## src/rtl/vga_pkg.sv

```systemverilog
// Shared constants and types for the VRAM sharing logic between display refresh and CPU.
package vga_pkg;

    localparam int H_VISIBLE       = 640;
    localparam int WORDS_PER_LINE  = 80;
    localparam int PIXELS_PER_WORD = 8;
    localparam int FETCH_PHASE     = 4;
    localparam int PREFETCH_X      = 1020;

    typedef enum logic {
        IDLE = 1'b0,
        DONE = 1'b1
    } cpu_state_t;

endpackage

```

## src/rtl/vram_display_fetch.sv

```systemverilog
// Display refresh side: slot decode, linear fetch address, one-word prefetch buffer and
// the 8-pixel group register seen by the pixel output stage.
module vram_display_fetch
    import vga_pkg::*;
#(
    parameter int ADDR_WIDTH     = 16,
    parameter int DATA_WIDTH     = 16,
    parameter int WORDS_PER_LINE = vga_pkg::WORDS_PER_LINE
) (
    input  logic                  clk,
    input  logic                  reset,
    input  logic [9:0]            x_coord,
    input  logic                  in_vblank,
    input  logic [DATA_WIDTH-1:0] vram_rdata,
    output logic                  disp_slot,
    output logic [ADDR_WIDTH-1:0] fetch_addr,
    output logic [DATA_WIDTH-1:0] pixel_word
);

    // First x past the last slot of a line (628 + 8 = 636 for an 80-word line).
    localparam int SLOT_LIMIT = (WORDS_PER_LINE - 1) * PIXELS_PER_WORD + FETCH_PHASE;

    logic                  slot_d_reg;
    logic [ADDR_WIDTH-1:0] fetch_addr_reg;
    logic [DATA_WIDTH-1:0] next_word_reg;
    logic [DATA_WIDTH-1:0] pixel_word_reg;

    // Slot at x = 1020 fetches word 0 of a line before pixel 0 arrives.
    assign disp_slot = !in_vblank
                    && (x_coord[2:0] == 3'(FETCH_PHASE))
                    && ((x_coord == 10'(PREFETCH_X)) || (x_coord < 10'(SLOT_LIMIT)));

    always_ff @(posedge clk) begin
        if (reset) begin
            slot_d_reg     <= 1'b0;
            fetch_addr_reg <= '0;
            next_word_reg  <= '0;
            pixel_word_reg <= '0;
        end else begin
            slot_d_reg <= disp_slot;
            if (in_vblank) begin
                fetch_addr_reg <= '0;
            end else if (slot_d_reg) begin
                fetch_addr_reg <= fetch_addr_reg + ADDR_WIDTH'(1);
            end
            // RAM data for the slot address is valid the cycle after the slot.
            if (slot_d_reg) begin
                next_word_reg <= vram_rdata;
            end
            if (!in_vblank && (x_coord[2:0] == 3'b111)) begin
                pixel_word_reg <= next_word_reg;
            end
        end
    end

    assign fetch_addr = fetch_addr_reg;
    assign pixel_word = pixel_word_reg;

endmodule

```

## src/rtl/vram_arbiter.sv

```systemverilog
// Single-port VRAM arbiter: display prefetch slots have absolute priority, the CPU
// takes any other cycle through a two-state req/ack FSM.
module vram_arbiter
    import vga_pkg::*;
#(
    parameter int ADDR_WIDTH     = 16,
    parameter int DATA_WIDTH     = 16,
    parameter int WORDS_PER_LINE = vga_pkg::WORDS_PER_LINE
) (
    input  logic                  clk,
    input  logic                  reset,
    input  logic [9:0]            x_coord,
    input  logic [9:0]            y_coord,
    input  logic                  in_visible_region,
    input  logic                  in_vblank,
    input  logic                  cpu_req,
    input  logic                  cpu_we,
    input  logic [ADDR_WIDTH-1:0] cpu_addr,
    input  logic [DATA_WIDTH-1:0] cpu_wdata,
    output logic                  cpu_ack,
    output logic [DATA_WIDTH-1:0] cpu_rdata,
    output logic [ADDR_WIDTH-1:0] vram_addr,
    output logic                  vram_we,
    output logic [DATA_WIDTH-1:0] vram_wdata,
    input  logic [DATA_WIDTH-1:0] vram_rdata,
    output logic [DATA_WIDTH-1:0] pixel_word
);

    cpu_state_t            state_reg;
    logic                  ack_reg;
    logic                  disp_slot;
    logic [ADDR_WIDTH-1:0] fetch_addr;
    logic                  cpu_issue;
    logic                  unused_inputs;

    // Beam position beyond x and the visible flag are not needed for addressing.
    assign unused_inputs = ^{y_coord, in_visible_region};

    vram_display_fetch #(
        .ADDR_WIDTH     (ADDR_WIDTH),
        .DATA_WIDTH     (DATA_WIDTH),
        .WORDS_PER_LINE (WORDS_PER_LINE)
    ) u_fetch (
        .clk        (clk),
        .reset      (reset),
        .x_coord    (x_coord),
        .in_vblank  (in_vblank),
        .vram_rdata (vram_rdata),
        .disp_slot  (disp_slot),
        .fetch_addr (fetch_addr),
        .pixel_word (pixel_word)
    );

    assign cpu_issue = (state_reg == IDLE) && cpu_req && !disp_slot && !reset;

    always_comb begin
        vram_addr = '0;
        vram_we   = 1'b0;
        if (disp_slot) begin
            vram_addr = fetch_addr;
        end else if (cpu_issue) begin
            vram_addr = cpu_addr;
            vram_we   = cpu_we;
        end
    end

    assign vram_wdata = cpu_wdata;

    always_ff @(posedge clk) begin
        if (reset) begin
            state_reg <= IDLE;
            ack_reg   <= 1'b0;
        end else begin
            case (state_reg)
                IDLE: begin
                    if (cpu_issue) begin
                        state_reg <= DONE;
                        ack_reg   <= 1'b1;
                    end
                end
                DONE: begin
                    state_reg <= IDLE;
                    ack_reg   <= 1'b0;
                end
                default: begin
                    state_reg <= IDLE;
                    ack_reg   <= 1'b0;
                end
            endcase
        end
    end

    // A reset landing in the DONE cycle drops the access, so the ack is masked.
    assign cpu_ack   = ack_reg & ~reset;
    assign cpu_rdata = vram_rdata;

endmodule

```

## config.mk

```make
export PLATFORM = sky130hd
export DESIGN_NAME = vram_arbiter
export DESIGN_NICKNAME = d
export VERILOG_FILES = /design/src/rtl/vga_pkg.sv /design/src/rtl/vram_display_fetch.sv /design/src/rtl/vram_arbiter.sv
export SDC_FILE = /design/constraint.sdc
export NUM_CORES = 1
export LEC_CHECK = 0
export CORE_MARGIN = 1
export CORE_UTILIZATION = 35
export CTS_BUF_LIST = sky130_fd_sc_hd__clkbuf_16
export DETAILED_ROUTE_END_ITERATION = 7
export PLACE_DENSITY = 0.74
export SLEW_MARGIN = 20
export SYNTH_ARGS = -nofsm -noshare
export SYNTH_HDL_FRONTEND = slang
export SYNTH_SLANG_ARGS = --single-unit
```

## constraint.sdc

```tcl
create_clock -name clk -period 2.1 [get_ports clk]
set_input_delay 0.42 -clock clk [delete_from_list [all_inputs] [get_ports clk]]
set_output_delay 0.42 -clock clk [all_outputs]
set_load 0.02 [all_outputs]
```

# After elaboration in Yosys (flattened, before gate mapping)
# Cells that the tools add are included.
dict set report word_totals {
  output_inout_bits 66
  word_cells 34
  register_bits 51
  inputBits 74
}
dict set report classes {
  n_eq_ne 4
  addsub 1
  mux 8
  bitwise 3
  n_lt_le_gt_ge 1
  n_reduce_logical 11
}
# op count
set ops {}
lappend ops {{two-way mux 16 bit} 2}
lappend ops {{adder 16 x 1 -> 16 bit (second input constant)} 1}
lappend ops {{equality test 10 bit (second input constant)} 1}
lappend ops {{< comparator 10 bit (second input constant)} 1}
lappend ops {{equality test 3 bit (second input constant)} 2}
lappend ops {{logical AND 1 bit} 6}
lappend ops {{two-way mux 1 bit} 4}
lappend ops {{one-hot mux 1 bit (2 select lines)} 2}
lappend ops {{logical NOT 1 bit} 3}
lappend ops {{!= test 2 bit (second input constant)} 1}
lappend ops {{inverter 1 bit} 2}
lappend ops {{OR reduction 2 bit} 1}
lappend ops {{bitwise AND 1 bit} 1}
lappend ops {{logical OR 1 bit} 1}

# Longest topological paths before layout
dict set report logic_depth {
  ltp_word 8
  ltp_mapped 6
  mapped_depth_nobuf 5
}

# Hierarchy
# Synthesis repeated with hierarchy kept, for this count alone.
dict set report hier_totals {
  cells_unflattened 292
  hier_area_um2 2531.2
}
# mod instances seq_area_each_um2 cells_per_inst area_per_inst_um2
set modules_own_cells {}
lappend modules_own_cells {vram_display_fetch 1 980.9 215 1909.3}
lappend modules_own_cells {vram_arbiter 1 40.0 77 621.8}

# Worst setup path after synthesis
# No wires, ideal clock.
dict set report synth_path {
  path_type {input port to output port}
  start {in x_coord[4]}
  end {out vram_addr[10]}
  stages 5
  arrival_time_ps 1565
  path_buffers 1
  path_slack_ps 115
  required_time_ps 1680
  path_cell_list {nand3_1 > o21a_1 > o211ai_1 > buf_2 > mux2i_1}
}
dict set report synth_via {
  elab_chain_cells 8
  elab_cells_between_ends 9
  cone_classes {1 x order compare; 1 x eq/ne; 2 x mux; 5 x reduce/logical}
}
# item line
set synth_rtl {}
lappend synth_rtl {{start, declared} vram_arbiter.sv:12} ;# input logic [9:0] x_coord,
lappend synth_rtl {{< comparator 10 bit / equality test 10 bit (equally long branches)} vram_display_fetch.sv:31} ;# && ((x_coord == 10'(PREFETCH_X)) || (x_coord < 10'(SLOT_LIMIT)));
lappend synth_rtl {{logical OR 1 bit (*)} vram_display_fetch.sv:31}
lappend synth_rtl {{logical AND 1 bit (*)} vram_display_fetch.sv:31}
lappend synth_rtl {{logical NOT 1 bit} vram_arbiter.sv:54} ;# assign cpu_issue = (state_reg == IDLE) && cpu_req && !disp_slot && !reset;
lappend synth_rtl {{logical AND 1 bit (2 in a row)} vram_arbiter.sv:54}
lappend synth_rtl {{two-way mux 16 bit} vram_arbiter.sv:61} ;# end else if (cpu_issue) begin
lappend synth_rtl {{two-way mux 16 bit (*)} vram_arbiter.sv:59} ;# if (disp_slot) begin
lappend synth_rtl {{end, declared} vram_arbiter.sv:22} ;# output logic [ADDR_WIDTH-1:0] vram_addr,
# Mark *: on every way between the ends. The rest lies on a longest branch, timed or not.

# Final worst setup path
dict set report layout_path {
  start {in cpu_req}
  end {out vram_addr[4]}
}
dict set report layout_via {
  elab_chain_cells 5
}
# item line
set layout_rtl {}
lappend layout_rtl {{start, declared} vram_arbiter.sv:16} ;# input logic cpu_req,
lappend layout_rtl {{logical AND 1 bit (3 in a row)} vram_arbiter.sv:54}
lappend layout_rtl {{two-way mux 16 bit} vram_arbiter.sv:61}
lappend layout_rtl {{two-way mux 16 bit} vram_arbiter.sv:59}
# No other way between the ends.

==> results.toml <==
[pwr]
p_leak_uw = 0.00146
power_uw = 2160
power.density_nw_per_um2 = 584
ir_drop_uv = 306

[logic_synthesis]
synth_seq_cells = 51
syn_avg_cell_area_um2 = 8.33
syn-cell-area_um2 = 2570
syn_inst = 309
synth_cell_types = 32
synthFlopType = "dfxtp_1"
synth.net_count = 384
synth_edf_count = 0
synthTopCellsByArea = "dfxtp_1 (40%), mux2i_1 (13%), buf_4 (9.3%), nand2_1 (8.3%), nor2_1 (5.0%)"
seq_area_frac_synth = 0.397
synth_top_area_frac = 0.397
synth_top_area_cell = "dfxtp_1"
ys.warnings.count = 0
async_flop_share = 0

[timing]
setup_slack_ns = -0.0129
period_share = 1.01
finalSetupViolCount = 2
fin_crit_ns = 2.11
hold_viol_final = 0
clock.fmax_mhz = 473
fin_skew_ns = 0.00438
worst_pin_slew_ns = 0.546
maxSlewHeadroom = 0.633
rsz0062_at_grt = "true"
maxSlewViolCount = 0

[clocking]
insertion_delay_ns = 0.28
root_buffer = "clkbuf_16"
cts.htree.levels = 2
cts_num_sinks = 51
clk_pin_slew_ns = 0.07
numCtsBuffers = 5
cts_tree = "built"
cts_buffer_depth = 2
postCtsHoldBufs = 0

[worst_hold_path]
hp-class = "reg2reg"

[critical_path]
criticalPathCategory = "in2out"
worstPathArrival_ns = 1.69
crit_path_end_kind = "output port"
worstSetupStartpointType = "input port"
required_ns = 1.68
path_max_fanout = 19

[final_layout]
final_util = 0.532
post_route_cells_drive_above_1_share = 0.154
diodes = 0
syn_to_final_growth_pct = 43.7
nets = 458

[die]
ios = 140
die_height_um = 87.8
die_area_um2 = 7700
start_util = 0.371
die_x_um = 87.8
core-area_um2 = 6940
rows = 30

[placed_design]
hpwl_mm = 4.39
numPortBuffers = 96
gp_congestion = 0.796

[global_routing]
grt_pass1_vias = 2129
grt_max_degree = 38
grt_pass1_wl_mm = 9.63
grt_use_total = 0.159
grt_antenna_before_repair = 0
grt_overflow = 0

[run_status]
failed_checks = "negative setup slack"
status = "finished with violations"

[routing]
vias = 2200
postRouteAntennaNets = 0
avgRoutedWirePerCell_um = 12.9
wl_mm = 6.18
drt-met1-wl_mm = 2.56
post-route-drc-count = 0
viasPerCell = 4.58
met2_length_mm = 3.18
wl_met3_um = 374
maxUsedRoutingLayer = "met4"
initialDrtViolationCount = 96
firstDrtPassIters = 4

[flow_run]
cap_violations = 0
-- worst max-delay path, stage by stage --
cell,delay (ns)
clkdlybuf4s50_1,0.46
nor3b_4,0.21
buf_12,0.17
nand2_1,0.07
mux2i_1,0.17
buf_4,0.18
-- placed cells by master, fill, tap and decap left out, types with 2 or more instances in the layout --
| cell type | instances |
|---|---|
| nand4_1 | 5 |
| and3_1 | 2 |
| clkdlybuf4s50_1 | 66 |
| nor4_4 | 2 |
| inv_1 | 17 |
| nor4_1 | 2 |
| o21ai_0 | 3 |
| clkbuf_16 | 6 |
| nor2_1 | 34 |
| buf_12 | 3 |
| nand3_1 | 4 |
| nor2b_1 | 2 |
| dfxtp_1 | 51 |
| clkbuf_2 | 2 |
| a21oi_1 | 18 |
| buf_16 | 2 |
| nand2_1 | 57 |
| xnor2_1 | 8 |
| or3_1 | 3 |
| dlygate4sd2_1 | 6 |
| xor2_1 | 3 |
| nor3_1 | 4 |
| mux2i_1 | 33 |
| buf_4 | 27 |
| buf_2 | 3 |
| buf_6 | 5 |
-- final cells by class --
class / count / area (um^2)
fillers: 644 / 3250
multi-input cells: 193 / 1190
repair buffers: 115 / 1140
flip-flops and latches: 51 / 1020
clock buffers: 5 / 125
well taps: 96 / 120
inverters: 17 / 63.8
clock inverters: 3 / 42.5
-- final timing paths --
| check | start | endpoint | slack [ns] | depth (start not counted) |
|---|---|---|---|---|
| worst max-delay path | cpu_req | vram_addr[4] | -0.01 | 6 |
| worst min-delay path | u_fetch.next_word_reg[1]$_SDFFE_PP0P_ | u_fetch.pixel_word[1]$_SDFFE_PP0P_ | 0.45 | 2 |
| worst max register to register | u_fetch.fetch_addr[2]$_SDFFE_PP0P_ | u_fetch.fetch_addr[15]$_SDFFE_PP0P_ | 0.33 | 3 |
| worst min register to register | u_fetch.next_word_reg[1]$_SDFFE_PP0P_ | u_fetch.pixel_word[1]$_SDFFE_PP0P_ | 0.45 | 2 |
-- cells by family (layout without fill, tap and decap cells) --
logic type / after synthesis / count (layout) / synth area share
multiplexers: 34 / 34 / 0.132
XOR/XNOR: 11 / 11 / 0.0374
AND/OR/NAND/NOR: 122 / 122 / 0.228
buffers and inverters: 65 / 140 / 0.148
AO/OA/AOI/OAI: 25 / 25 / 0.0520
flip-flops: 51 / 51 / 0.397
adder cells (fa/ha/maj): 1 / 1 / 0.00486
-- repair_timing --
action,4_1_cts,5_1_grt
gates cloned,2,1
setup endpoints to repair,18,17
gates resized for setup,109,17
pin swaps,7,4
buffers inserted,2,0
-- synthesized netlist by cell type, types with 2 or more instances --
library cell  instances
nand2_1              57
dfxtp_1              51
mux2i_1              34
nor2_1               34
buf_4                32
a21oi_1              18
inv_1                17
xnor2_1               8
buf_2                 7
clkbuf_1              7
nand3_1               5
nand4_1               5
nor3_1                4
o21ai_0               4
or3_1                 3
xor2_1                3
and3_1                2
nor2b_1               2
nor4_1                2
nor4_4                2
-- stage by stage --
step                instance area, um^2  setup TNS (ns)  setup WS, ns  hold slack, ns  std cells
finish                             3700         -0.0191       -0.0129           0.450        480
global route                       3700           -1.29        -0.109           0.470        480
CTS                                3630               0       0.00337           0.453        479
detailed placement                 3480          -13.60        -0.832           0.444        467
global placement                   3480          -13.36        -0.780           0.437        467
floorplan                          2570               0         0.115           0.431        309
-- report_power, final --
part	total, uW	switching [uW]	internal, uW
Clock	898	337	562
Sequential	977	3.40	973
Combinational	283	123	161
-- layer usage --
| metal | vias up | GRT usage |
|---|---|---|
| met2 | 77 | 0.290 |
| li1 | 1121 | - |
| met1 | 996 | 0.185 |
| met3 | 6 | 0.0254 |
| met5 | - | 0 |
| met4 | 0 | 0.0611 |
Note: power is estimated with default switching activity, not from simulation.
